--- src/rtl/mem_dump_pkg.sv ---
// mem_dump shared types: FSM state encoding and default widths.
// Defaults match the data RAM (8-bit word address, 32-bit words).
package mem_dump_pkg;

  localparam int ADDR_W_DEF = 8;
  localparam int DATA_W_DEF = 32;
  localparam int CNT_W_DEF  = 9;

  typedef enum logic [1:0] {
    IDLE = 2'd0,
    READ = 2'd1,
    SEND = 2'd2,
    FIN  = 2'd3
  } state_t;

endpackage

--- src/rtl/mem_dump_if.sv ---
// Word stream from mem_dump to a monitor/UART/scoreboard.
// Ports: valid, ready, data, addr (source address), last.
interface mem_dump_if
  import mem_dump_pkg::*;
#(
  parameter int ADDR_W = ADDR_W_DEF,
  parameter int DATA_W = DATA_W_DEF
) ();

  logic              valid;
  logic              ready;
  logic [DATA_W-1:0] data;
  logic [ADDR_W-1:0] addr;
  logic              last;

  modport master (
    output valid, data, addr, last,
    input  ready
  );

  modport slave (
    input  valid, data, addr, last,
    output ready
  );

endinterface

--- src/rtl/mem_dump_addr_gen.sv ---
// dump_addr_gen: word address and remaining-count counters.
// Ports: clk, rst, load (base/cnt), step (+1/-1), addr, last.
module dump_addr_gen #(
  parameter int ADDR_W = 8,
  parameter int CNT_W  = 9
) (
  input  logic              clk,
  input  logic              rst,
  input  logic              load,
  input  logic              step,
  input  logic [ADDR_W-1:0] base,
  input  logic [CNT_W-1:0]  cnt,
  output logic [ADDR_W-1:0] addr,
  output logic              last
);

  logic [CNT_W-1:0] remaining;

  always_ff @(posedge clk) begin
    if (rst) begin
      addr      <= '0;
      remaining <= '0;
    end else if (load) begin
      addr      <= base;
      remaining <= cnt;
    end else if (step) begin
      // address wraps naturally modulo 2^ADDR_W
      addr      <= addr + ADDR_W'(1);
      remaining <= remaining - CNT_W'(1);
    end
  end

  assign last = (remaining == CNT_W'(1));

endmodule

--- src/rtl/mem_dump.sv ---
// mem_dump: reads word_cnt words from base_addr and streams them out,
// freezing the CPU meanwhile. Optional DUMP_CHECKSUM_EN adds checksum.
// Ports: clk, rst, start, base_addr, word_cnt, busy, cpu_freeze,
// rd_addr, rd_data, out (stream master), done [, checksum].
module mem_dump
  import mem_dump_pkg::*;
#(
  parameter int ADDR_W = ADDR_W_DEF,
  parameter int DATA_W = DATA_W_DEF,
  parameter int CNT_W  = CNT_W_DEF
) (
  input  logic              clk,
  input  logic              rst,
  input  logic              start,
  input  logic [ADDR_W-1:0] base_addr,
  input  logic [CNT_W-1:0]  word_cnt,
  output logic              busy,
  output logic              cpu_freeze,
  output logic [ADDR_W-1:0] rd_addr,
  input  logic [DATA_W-1:0] rd_data,
  mem_dump_if.master        out,
  output logic              done
`ifdef DUMP_CHECKSUM_EN
  ,
  output logic [DATA_W-1:0] checksum
`endif
);

  state_t state, nxt;

  logic              load;
  logic              step;
  logic [ADDR_W-1:0] ag_addr;
  logic              ag_last;

  logic              v_q;
  logic [DATA_W-1:0] d_q;
  logic [ADDR_W-1:0] a_q;
  logic              l_q;

  wire hs = v_q && out.ready;

  dump_addr_gen #(
    .ADDR_W(ADDR_W),
    .CNT_W (CNT_W)
  ) u_ag (
    .clk (clk),
    .rst (rst),
    .load(load),
    .step(step),
    .base(base_addr),
    .cnt (word_cnt),
    .addr(ag_addr),
    .last(ag_last)
  );

  always_ff @(posedge clk) begin
    if (rst) state <= IDLE;
    else     state <= nxt;
  end

  always_comb begin
    nxt  = state;
    load = 1'b0;
    step = 1'b0;
    unique case (state)
      IDLE: begin
        if (start) begin
          if (word_cnt != '0) begin
            load = 1'b1;
            nxt  = READ;
          end else begin
            nxt  = FIN;
          end
        end
      end
      READ: nxt = SEND;
      SEND: begin
        if (hs) begin
          step = 1'b1;
          nxt  = l_q ? FIN : READ;
        end
      end
      FIN:     nxt = IDLE;
      default: nxt = IDLE;
    endcase
  end

  always_ff @(posedge clk) begin
    if (rst) begin
      v_q <= 1'b0;
      d_q <= '0;
      a_q <= '0;
      l_q <= 1'b0;
    end else if (state == READ) begin
      v_q <= 1'b1;
      d_q <= rd_data;
      a_q <= ag_addr;
      l_q <= ag_last;
    end else if (step) begin
      v_q <= 1'b0;
    end
  end

`ifdef DUMP_CHECKSUM_EN
  always_ff @(posedge clk) begin
    if (rst)
      checksum <= '0;
    else if (state == IDLE && start)
      checksum <= '0;
    else if (step)
      checksum <= checksum + d_q;
  end
`endif

  assign out.valid  = v_q;
  assign out.data   = d_q;
  assign out.addr   = a_q;
  assign out.last   = l_q;
  assign rd_addr    = ag_addr;
  assign busy       = (state != IDLE);
  assign cpu_freeze = busy;
  assign done       = (state == FIN);

endmodule
--- src/flat_wrapper.sv ---
// flat-port wrapper written by rule: the top's interface ports become plain ports
module mem_dump_flat import mem_dump_pkg::*;
#(
  parameter int ADDR_W = ADDR_W_DEF,
  parameter int DATA_W = DATA_W_DEF,
  parameter int CNT_W  = CNT_W_DEF
)
  (clk, rst, start, base_addr, word_cnt, busy, cpu_freeze, rd_addr, rd_data, done, out_valid, out_data, out_addr, out_last, out_ready);
  mem_dump_if #(.ADDR_W(ADDR_W), .DATA_W(DATA_W)) out_i ();
  input  logic clk;
  input  logic rst;
  input  logic start;
  input  logic [ADDR_W-1:0] base_addr;
  input  logic [CNT_W-1:0] word_cnt;
  output logic busy;
  output logic cpu_freeze;
  output logic [ADDR_W-1:0] rd_addr;
  input  logic [DATA_W-1:0] rd_data;
  output logic done;
  output wire logic [$bits(out_i.valid)-1:0] out_valid;
  output wire logic [$bits(out_i.data)-1:0] out_data;
  output wire logic [$bits(out_i.addr)-1:0] out_addr;
  output wire logic [$bits(out_i.last)-1:0] out_last;
  input wire logic [$bits(out_i.ready)-1:0] out_ready;
  assign out_valid = out_i.valid;
  assign out_data = out_i.data;
  assign out_addr = out_i.addr;
  assign out_last = out_i.last;
  assign out_i.ready = out_ready;
  mem_dump #(.ADDR_W(ADDR_W), .DATA_W(DATA_W), .CNT_W(CNT_W)) u_core (.clk(clk), .rst(rst), .start(start), .base_addr(base_addr), .word_cnt(word_cnt), .busy(busy), .cpu_freeze(cpu_freeze), .rd_addr(rd_addr), .rd_data(rd_data), .out(out_i), .done(done));
endmodule
--- config.mk ---
export PLATFORM = sky130hd
export DESIGN_NAME = mem_dump_flat
export DESIGN_NICKNAME = d
export VERILOG_FILES = /design/src/rtl/mem_dump_pkg.sv /design/src/rtl/mem_dump_if.sv /design/src/rtl/mem_dump_addr_gen.sv /design/src/rtl/mem_dump.sv /design/src/flat_wrapper.sv
export SDC_FILE = /design/constraint.sdc
export NUM_CORES = 1
export LEC_CHECK = 0
export ABC_AREA = 1
export CAP_MARGIN = 20
export CORE_MARGIN = 3
export CORE_UTILIZATION = 44
export CTS_CLUSTER_DIAMETER = 100
export CTS_CLUSTER_SIZE = 16
export DETAILED_ROUTE_END_ITERATION = 8
export PLACE_DENSITY_LB_ADDON = 0.2
export RECOVER_POWER = 100
export SLEW_MARGIN = 10
export SYNTH_ARGS = -nofsm -noshare
export SYNTH_HDL_FRONTEND = slang
export SYNTH_SLANG_ARGS = --single-unit
export TNS_END_PERCENT = 50
--- constraint.sdc ---
create_clock -name clk -period 1.6 [get_ports clk]
set_input_delay 0.24 -clock clk [delete_from_list [all_inputs] [get_ports clk]]
set_output_delay 0.24 -clock clk [all_outputs]
set_load 0.02 [all_outputs]
==> flow_metrics.env, run 1 <==
export IMPL_yosysTopAreaCellShare=0.442
export IMPL_avgSynthCellArea_um2=6.86
export IMPL_path_buf_inv=1
export IMPL_grt_pass1_wl_mm=13.2
export IMPL_grt_overflow_total=0
export IMPL_first_pass_iters=4
export IMPL_h_tree_depth=3
export IMPL_synth_top_area_cell="dfxtp_1"
export IMPL_critPathLaunchType="flip-flop"
export IMPL_cts_root_buf="clkbuf_8"
export IMPL_rows=28
export IMPL_hold_violations=0
export IMPL_syn2layout_area_growth_pct=49.0
export IMPL_async_flop_share=0
export IMPL_syn_num_nets=459
export IMPL_vias_per_cell=4.93
export IMPL_buffer_ports_inserted=105
export IMPL_cts_hold_buf=0
export IMPL_finClkSkew_ps=8.44
export IMPL_yosysSeqAreaShare=0.442
export IMPL_drive_gt1_frac=0.0805
export IMPL_crit_type="reg2out"
export IMPL_ys_ff_latch=61
export IMPL_critPathRequiredTime_ps=1360
export IMPL_ios=106
export IMPL_final_cell_mix="114 x nor2_1, 95 x clkdlybuf4s50_1, 60 x dfxtp_1"
export IMPL_post_dp_cell_area_um2=3970
export IMPL_gp_congestion=0.915
export IMPL_wirelength_mm=7.76
export IMPL_syn_cell_area_um2=2760
export IMPL_antenna_found_initial=0
export IMPL_rsz0062_at_grt="no"
export IMPL_track_usage=0.227
export IMPL_core_area_um2=5990
export IMPL_avgRoutedWirePerCell_um=13.0
export IMPL_status="finished, final reports clean"
export IMPL_fp_dieH_um=85.2
export IMPL_multi_input_area_um2=1310
export IMPL_drv_cap=0
export IMPL_fillers=508
export IMPL_synth_edf_count=0
export IMPL_postCtsSetupRepairBufs=0
export IMPL_max_stage_delay_ps=630
export IMPL_relSlewSlack=0.759
export IMPL_clk_pin_slew_worst_paths_ps=70
export IMPL_drc_errors=0
export IMPL_die_w_um=85.2
export IMPL_cts_tree="done"
export IMPL_crit_slowest_cell="clkdlybuf4s50_1"
export IMPL_cp_cell_sequence="clkdlybuf4s50_1"
export IMPL_syn_inst=403
export IMPL_p_per_area_nw_per_um2=1460
export IMPL_max_vdd_ir_drop_uv=1060
export IMPL_drtAntennaViolNets=0
export IMPL_path_delay_family="buffers and inverters"
export IMPL_grt_max_degree=44
export IMPL_dp_hpwl_mm=5.59
export IMPL_cts_buffers=9
export IMPL_clock_path_buffers=2
export IMPL_p_leak_nw=1.84
export IMPL_final_common_cell="nor2_1"
export IMPL_vias=2942
export IMPL_cts_sinks=61
export IMPL_drt_iter0_drc=104
export IMPL_fin_crit_sh=0.966
export IMPL_critical_path_peak_fanout=2
export IMPL_tightest_slew_ps=360
export IMPL_synth_area_leaders="dfxtp_1 44%, nor2_1 15%, o21ai_0 8.5%"
export IMPL_cp_end_kind="primary output"
export IMPL_regArea_um2=1220
export IMPL_yosys_warnings=0
export IMPL_fin_nets=574
export IMPL_final_area_um2=4120
export IMPL_initial_core_util=0.461
export IMPL_fin_crit_ps=1550
export IMPL_yosysUniqueCellTypes=27
export IMPL_clock_latency_ps=330
export IMPL_slew_violations=0
export IMPL_hold_path_class="in2reg"
export IMPL_n_antenna_cell=0
export IMPL_grt_pass1_vias=2846
export IMPL_ys_flop_type="dfxtp_1"
export IMPL_max_freq_ghz=0.647
export IMPL_setup_violations_final=0
export IMPL_die_area_um2=7270
export IMPL_fin_util=0.687
export IMPL_arrival_ps=1310
-- cell type report --
cell class              count  share of cell area
well taps                  75              0.0228
repair buffers            126               0.288
inverters                  31              0.0289
multi-input cells         289               0.319
flip-flops and latches     61               0.297
clock inverters             5              0.0128
clock buffers              10              0.0310
-- synth_stat cells, types with 3 or more instances --
| library cell | count |
|---|---|
| nand4_1 | 15 |
| nor2_1 | 113 |
| nand2_1 | 60 |
| inv_2 | 3 |
| ha_1 | 3 |
| clkbuf_1 | 12 |
| buf_2 | 4 |
| buf_4 | 3 |
| nand3_1 | 21 |
| a21oi_1 | 16 |
| o21ai_0 | 47 |
| dfxtp_1 | 61 |
| inv_1 | 28 |
-- logic make-up (layout without fill, tap and decap cells) --
logic type      Yosys count  after routing  share of synthesized area
flops                    61             61                      0.442
buf+inv                  53            172                     0.0806
compound gates           66             66                      0.122
xor+xnor                  4              4                     0.0127
simple gates            216            216                      0.329
fa+ha+maj                 3              3                     0.0136
-- state kept, by name (all words and copies together) (netlist names) --
signal and flops:
u_core.out.valid 1, u_core.out.last 1, u_core.state 2, u_core.u_ag.remaining 9
u_core.out.addr 8, u_core.u_ag.addr 8, u_core.out.data 32
-- power breakdown --
group	internal (W)	total, W	switching (W)
clock	0.000703	0.00130	0.000593
sequential	0.00190	0.00213	0.000236
combinational	0.00110	0.00258	0.00148
total	0.00370	0.00601	0.00231
-- per-layer routing --
layer | vias to the layer above | wire [um] | global-route usage
li1 | 1515 | - | -
met1 | 1318 | 3450 | 0.289
met2 | 100 | 3550 | 0.350
met3 | 9 | 663 | 0.0748
met4 | 0 | 97 | 0.0978
met5 | - | 0 | 0
-- timing repair --
action                                  4_1_cts  5_1_grt
endpoints found under the setup margin        9       13
endpoints found under the hold margin         0        0
cloned                                        0        0
gates resized for setup                       9        9
pin swaps                                     0        0
-- metrics by stage --
| stage | cells | setup TNS, ps | total power (W) | hold slack, ps | setup WS [ps] |
|---|---|---|---|---|---|
| floorplan | 403 | 0 | 0.00362 | 375 | 177 |
| global placement | 582 | -280 | 0.00475 | 462 | -53.9 |
| detailed placement | 582 | -688 | 0.00479 | 470 | -103 |
| CTS | 597 | 0 | 0.00606 | 457 | 14.0 |
| global route | 597 | 0 | 0.00645 | 482 | 1.38 |
| finish | 597 | 0 | 0.00601 | 465 | 54.4 |
-- path summary, 6_finish.rpt --
kind                            depth (start not counted)                        to  slack, ps                from
worst max-delay path                                    1               out_addr[5]         50  u_core.out.addr[5]
worst min-delay path                                    3  u_core.u_ag.remaining[0]        460         word_cnt[0]
worst min register to register                          1           u_core.state[0]        480     u_core.state[0]
worst max register to register                          9       u_core.u_ag.addr[1]        110     u_core.state[1]
No activity file was read; power rests on OpenSTA's default activity.
==> inputs of run 2 (changes only) <==
--- a/config.mk
+++ b/config.mk
@@ -8,7 +8,7 @@
 export ABC_AREA = 1
 export CAP_MARGIN = 20
 export CORE_MARGIN = 3
-export CORE_UTILIZATION = 44
+export CORE_UTILIZATION = 40
 export CTS_CLUSTER_DIAMETER = 100
 export CTS_CLUSTER_SIZE = 16
 export DETAILED_ROUTE_END_ITERATION = 8
==> run 2 against run 1 <==
Net effect:
- total power is 7.0% higher
- hold slack better by 19 ps
- sequential cell count stayed put
- utilization is 4.5 points lower
- setup slack better by 17 ps
- global-route usage is 2.2 points lower
- die area is 9.3% higher
- sequential share of layout area is 0.59 points lower
- first-iteration DRC count is 37% higher
- via count is 0.31% higher
- non-clock buffer count is 2 higher
- register-to-register slack better by 30 ps
- highest routed layer unchanged
==> flow_metrics.env, run 2 (synthesis results as in run 1) <==
export IMPL_drt_iter0_drc=142
export IMPL_hold_violations=0
export IMPL_grt_overflow_total=0
export IMPL_vias=2951
export IMPL_cp_cell_sequence="clkdlybuf4s50_1"
export IMPL_final_cell_mix="114 x nor2_1, 93 x clkdlybuf4s50_1, 61 x dfxtp_1"
export IMPL_grt_max_degree=36
export IMPL_status="finished, final reports clean"
export IMPL_critical_path_peak_fanout=2
export IMPL_p_switching_w=0.00232
export IMPL_setup_tns_final_ps=0
export IMPL_swShare=0.361
export IMPL_clock_path_buffers=2
export IMPL_first_pass_iters=4
export IMPL_max_vdd_ir_drop_uv=902
export IMPL_final_common_cell="nor2_1"
export IMPL_relSlewSlack=0.738
export IMPL_p_leak_nw=1.88
export IMPL_hold_path_class="reg2reg"
export IMPL_r2r_slack_ps=140
export IMPL_multi_input_area_um2=1310
export IMPL_final_cells=602
export IMPL_hold_depth=2
export IMPL_cts_root_buf="clkbuf_8"
export IMPL_core_area_um2=6530
export IMPL_r2r_cells=8
export IMPL_critPathRequiredTime_ps=1360
export IMPL_rows=29
export IMPL_fin_crit_sh=0.955
export IMPL_antenna_found_initial=0
export IMPL_clockPowerShare=0.269
export IMPL_vias_per_cell=4.90
export IMPL_cts_hold_buf=0
export IMPL_crit_slowest_cell="clkdlybuf4s50_1"
export IMPL_syn2layout_area_growth_pct=51.9
export IMPL_setup_violations_final=0
export IMPL_largest_reg_flops=32
export IMPL_hold_start="u_core.out.valid"
export IMPL_combinationalPowerShare=0.399
export IMPL_regArea_um2=1220
export IMPL_dp_hpwl_mm=5.68
export IMPL_n_antenna_cell=0
export IMPL_rsz0062_at_grt="no"
export IMPL_die_area_um2=7940
export IMPL_h_tree_depth=3
export IMPL_path_delay_family="buffers and inverters"
export IMPL_cp_end_kind="primary output"
export IMPL_fin_nets=576
export IMPL_wirelength_mm=7.81
export IMPL_cts_sinks=61
export IMPL_grt_pass1_wl_mm=12.7
export IMPL_grt_pass1_vias=2785
export IMPL_drive_gt1_frac=0.0819
export IMPL_drc_errors=0
export IMPL_cts_resized=10
export IMPL_die_w_um=89.1
export IMPL_place_inst=586
export IMPL_ios=106
export IMPL_avgRoutedWirePerCell_um=13.0
export IMPL_buffer_ports_inserted=105
export IMPL_postCtsSetupRepairBufs=0
export IMPL_max_stage_delay_ps=640
export IMPL_p_per_area_nw_per_um2=1530
export IMPL_drv_cap=0
export IMPL_critPathLaunchType="flip-flop"
export IMPL_hold_end="u_core.out.valid"
export IMPL_worst_r2r_endpoint="u_core.u_ag.remaining[0]"
export IMPL_timing_rr_start="u_core.state[1]"
export IMPL_finClkSkew_ps=8.73
export IMPL_crit_type="reg2out"
export IMPL_setup_slack_ps=71.9
export IMPL_clk_pin_slew_worst_paths_ps=70
export IMPL_arrival_ps=1290
export IMPL_cts_buffers=9
export IMPL_max_freq_ghz=0.654
export IMPL_initial_core_util=0.423
export IMPL_pre_cts_ws_ps=-112
export IMPL_drtAntennaViolNets=0
export IMPL_fp_dieH_um=89.1
export IMPL_tightest_slew_ps=393
export IMPL_internal_power_w=0.00411
export IMPL_path_buf_inv=1
export IMPL_slew_violations=0
export IMPL_fillers=621
export IMPL_seqPwrFrac=0.332
export IMPL_fin_crit_ps=1530
export IMPL_clock_latency_ps=320
export IMPL_track_usage=0.205
export IMPL_gp_congestion=0.818
export IMPL_cts_tree="done"
[run 2: cell types whose count changed in the layout (fill, tap and decap cells not counted), moves of 2 or more]
cell,change
clkdlybuf4s50_1,-2
buf_2,-2
clkbuf_8,+2
clkinv_2,-3
bufinv_16,+2
[run 2: routing by layer]
metal | global-route usage | share of wire
met3 | 0.111 | 0.10
met5 | 0 | 0
met1 | 0.257 | 0.45
met4 | 0.0474 | 0.0064
met2 | 0.310 | 0.45
[run 2: cell type report]
cell class,count,share of cell area
clock inverters,5,0.0254
flip-flops and latches,61,0.291
clock buffers,11,0.0361
inverters,31,0.0283
well taps,77,0.0230
repair buffers,128,0.284
multi-input cells,289,0.312
[run 2: power by group through the flow]
stage	Sequential, W	Clock [W]	Combinational (W)
6_report	0.00214	0.00173	0.00257
5_1_grt	0.00219	0.00183	0.00286
4_1_cts	0.00214	0.00177	0.00263
3_5_place_dp	0.00216	0	0.00266
3_3_place_gp	0.00215	0	0.00263
2_1_floorplan	0.00253	0	0.00110
[run 2: tightest hold or removal path, stage by stage (launching register included)]
cell     delay, ps
dfxtp_1        320
nand2_1         70
a21oi_1         50
[run 2: worst max-delay path by stage]
| stage | start | endpoint | cells past startpoint |
|---|---|---|---|
| finish | u_core.out.addr[5] | out_addr[5] | 1 |
| global route | u_core.out.addr[7] | out_addr[7] | 1 |
| CTS | u_core.u_ag.addr[7] | rd_addr[7] | 1 |
| detailed placement | word_cnt[6] | u_core.u_ag.addr[7] | 9 |
| global placement | word_cnt[5] | u_core.u_ag.addr[7] | 8 |
| floorplan | u_core.state[0] | u_core.u_ag.addr[7] | 8 |
[run 2: metrics by stage]
step,cell area (um^2),hold slack [ps],power [W],utilization
CTS,4230,477,0.00654,0.648
floorplan,2760,375,0.00362,-
detailed placement,3990,480,0.00482,0.611
finish,4200,483,0.00643,0.642
global placement,3990,467,0.00478,0.611
global route,4200,483,0.00688,0.642
==> inputs of run 3 (changes only) <==
--- a/config.mk
+++ b/config.mk
@@ -9,7 +9,7 @@
 export CAP_MARGIN = 20
 export CORE_MARGIN = 3
 export CORE_UTILIZATION = 40
-export CTS_CLUSTER_DIAMETER = 100
+export CTS_BUF_LIST = sky130_fd_sc_hd__clkbuf_16
 export CTS_CLUSTER_SIZE = 16
 export DETAILED_ROUTE_END_ITERATION = 8
 export PLACE_DENSITY_LB_ADDON = 0.2
==> constraint.sdc (replaced) <==
create_clock -name clk -period 1.3 [get_ports clk]
set_input_delay 0.195 -clock clk [delete_from_list [all_inputs] [get_ports clk]]
set_output_delay 0.195 -clock clk [all_outputs]
set_load 0.02 [all_outputs]
==> run 3 against run 2 <==
Net effect:
- the run now ends with setup timing left
- count of clock-buffer cells in the layout is 2 lower
- sequential cell count stayed put
- clock skew is 4.9 ps lower
- utilization is 5.6 points higher
- cell area is 8.8% higher
- hold slack worse by 230 ps
- routed wire length is 8.4% higher
- via count is 4.5% higher
- first-iteration DRC count is 9.2% higher
- critical endpoint is now u_core.u_ag.addr[1]
- largest cell class unchanged
- highest routed layer unchanged
==> flow_metrics.env, run 3 (synthesis results as in run 1) <==
export IMPL_r2r_slack_ps=-20
export IMPL_tightest_slew_ps=278
export IMPL_arrival_ps=1530
export IMPL_rows=29
export IMPL_relSlewSlack=0.812
export IMPL_fin_crit_sh=1.02
export IMPL_initial_core_util=0.423
export IMPL_cts_buffers=9
export IMPL_drv_cap=0
export IMPL_hold_violations=0
export IMPL_finClkSkew_ps=3.84
export IMPL_avgRoutedWirePerCell_um=13.6
export IMPL_wirelength_mm=8.46
export IMPL_core_area_um2=6530
export IMPL_cts_root_buf="clkbuf_16"
export IMPL_grt_max_degree=26
export IMPL_vias_per_cell=4.94
export IMPL_rsz0062_at_grt="yes"
export IMPL_place_inst=600
export IMPL_clock_path_buffers=2
export IMPL_max_freq_ghz=0.757
export IMPL_slew_violations=0
export IMPL_gp_congestion=0.852
export IMPL_max_vdd_ir_drop_uv=1100
export IMPL_die_w_um=89.1
export IMPL_clockPowerShare=0.266
export IMPL_die_area_um2=7940
export IMPL_critical_path_peak_fanout=5
export IMPL_fin_crit_ps=1320
export IMPL_buffer_ports_inserted=105
export IMPL_timing_rr_start="u_core.state[0]"
export IMPL_crit_start="u_core.state[0]"
export IMPL_hold_depth=4
export IMPL_violations="setup timing"
export IMPL_drive_gt1_frac=0.183
export IMPL_setup_tns_final_ps=-42.6
export IMPL_clk_pin_slew_worst_paths_ps=50
export IMPL_h_tree_depth=3
export IMPL_combinationalPowerShare=0.418
export IMPL_clock_latency_ps=320
export IMPL_cp_end_kind="flip-flop"
export IMPL_swShare=0.368
export IMPL_first_pass_iters=4
export IMPL_syn2layout_area_growth_pct=65.2
export IMPL_p_per_area_nw_per_um2=1830
export IMPL_grt_overflow_total=0
export IMPL_cts_sinks=61
export IMPL_crit_type="reg2reg"
export IMPL_fillers=573
export IMPL_final_cell_mix="99 x nor2_1, 55 x nand2_1, 54 x dfxtp_1"
export IMPL_setup_slack_ps=-20.4
export IMPL_track_usage=0.209
export IMPL_pre_cts_ws_ps=-382
export IMPL_final_common_cell="nor2_1"
export IMPL_n_antenna_cell=0
export IMPL_hold_path_class="in2reg"
export IMPL_fp_dieH_um=89.1
export IMPL_cts_tree="done"
export IMPL_r2r_cells=8
export IMPL_drt_iter0_drc=155
export IMPL_antenna_found_initial=0
export IMPL_dp_hpwl_mm=5.88
export IMPL_largest_reg_flops=32
export IMPL_status="finished with violations"
export IMPL_seqPwrFrac=0.317
export IMPL_grt_pass1_wl_mm=13.1
export IMPL_critPathCapture="u_core.u_ag.addr[1]"
export IMPL_setup_violations_final=4
export IMPL_p_switching_w=0.00307
export IMPL_p_leak_nw=2.24
export IMPL_ios=106
export IMPL_internal_power_w=0.00526
export IMPL_grt_pass1_vias=2846
export IMPL_vias=3084
export IMPL_final_cells=624
export IMPL_fin_util=0.699
export IMPL_critPathRequiredTime_ps=1510
export IMPL_drtAntennaViolNets=0
export IMPL_fin_nets=599
export IMPL_critPathLaunchType="flip-flop"
export IMPL_worst_r2r_endpoint="u_core.u_ag.addr[1]"
export IMPL_drc_errors=0
export IMPL_holdWs_ps=251
[run 3: worst min-delay path by stage]
| stage | start | end | slack, ps |
|---|---|---|---|
| 2_1_floorplan | base_addr[1] | u_core.u_ag.addr[1] | 330 |
| 3_3_place_gp | u_core.out.valid | u_core.out.valid | 450 |
| 3_5_place_dp | u_core.out.valid | u_core.out.valid | 470 |
| 4_1_cts | rd_data[7] | u_core.out.data[7] | 450 |
| 5_1_grt | word_cnt[1] | u_core.u_ag.remaining[1] | 280 |
| 6_report | word_cnt[1] | u_core.u_ag.remaining[1] | 250 |
[run 3: repair_timing]
item,4_1_cts,5_1_grt
pin swaps,1,17
gates cloned,0,1
hold buffers,0,0
setup buffers,0,8
endpoints found under the setup margin,69,31
gates resized for setup,66,57
[run 3: metrics by stage]
stage                     instance area [um^2]  total power, W
after global placement                    4120         0.00605
after detailed placement                  4120         0.00610
after CTS                                 4330         0.00805
after floorplan                           2780         0.00448
after global routing                      4560         0.00886
final                                     4560         0.00833
[run 3: critical path, cell delays in order (launching register included)]
cell,delay (ps)
dfxtp_2,320
buf_6,110
nor3_4,240
inv_2,130
buf_4,180
nand2_1,60
nand3_1,70
nand2_1,70
nor2_1,40
[run 3: cell type report]
cell class	count	area [um^2]	share of cell area
Multi-Input combinational cell	289	1420	0.312
Sequential cell	61	1230	0.271
Clock buffer	9	225	0.0494
Tap cell	77	96.3	0.0211
Timing Repair Buffer	151	1420	0.310
Clock inverter	6	48.8	0.0107
Inverter	31	119	0.0260
[run 3: power by group through the flow]
stage / logic (W) / registers (W) / clock network (W)
floorplan: 0.00137 / 0.00312 / 0
global placement: 0.00342 / 0.00263 / 0
detailed placement: 0.00345 / 0.00265 / 0
CTS: 0.00318 / 0.00262 / 0.00226
global route: 0.00383 / 0.00270 / 0.00234
finish: 0.00348 / 0.00264 / 0.00221
[run 3: routing by layer]
metal	global-route usage	vias up	part of all wire	routed length, um
li1	-	1574	-	-
met5	0	-	0	0
met2	0.332	102	0.47	3970
met4	0.0514	0	0.0092	78
met3	0.0876	6	0.084	708
met1	0.265	1402	0.44	3710
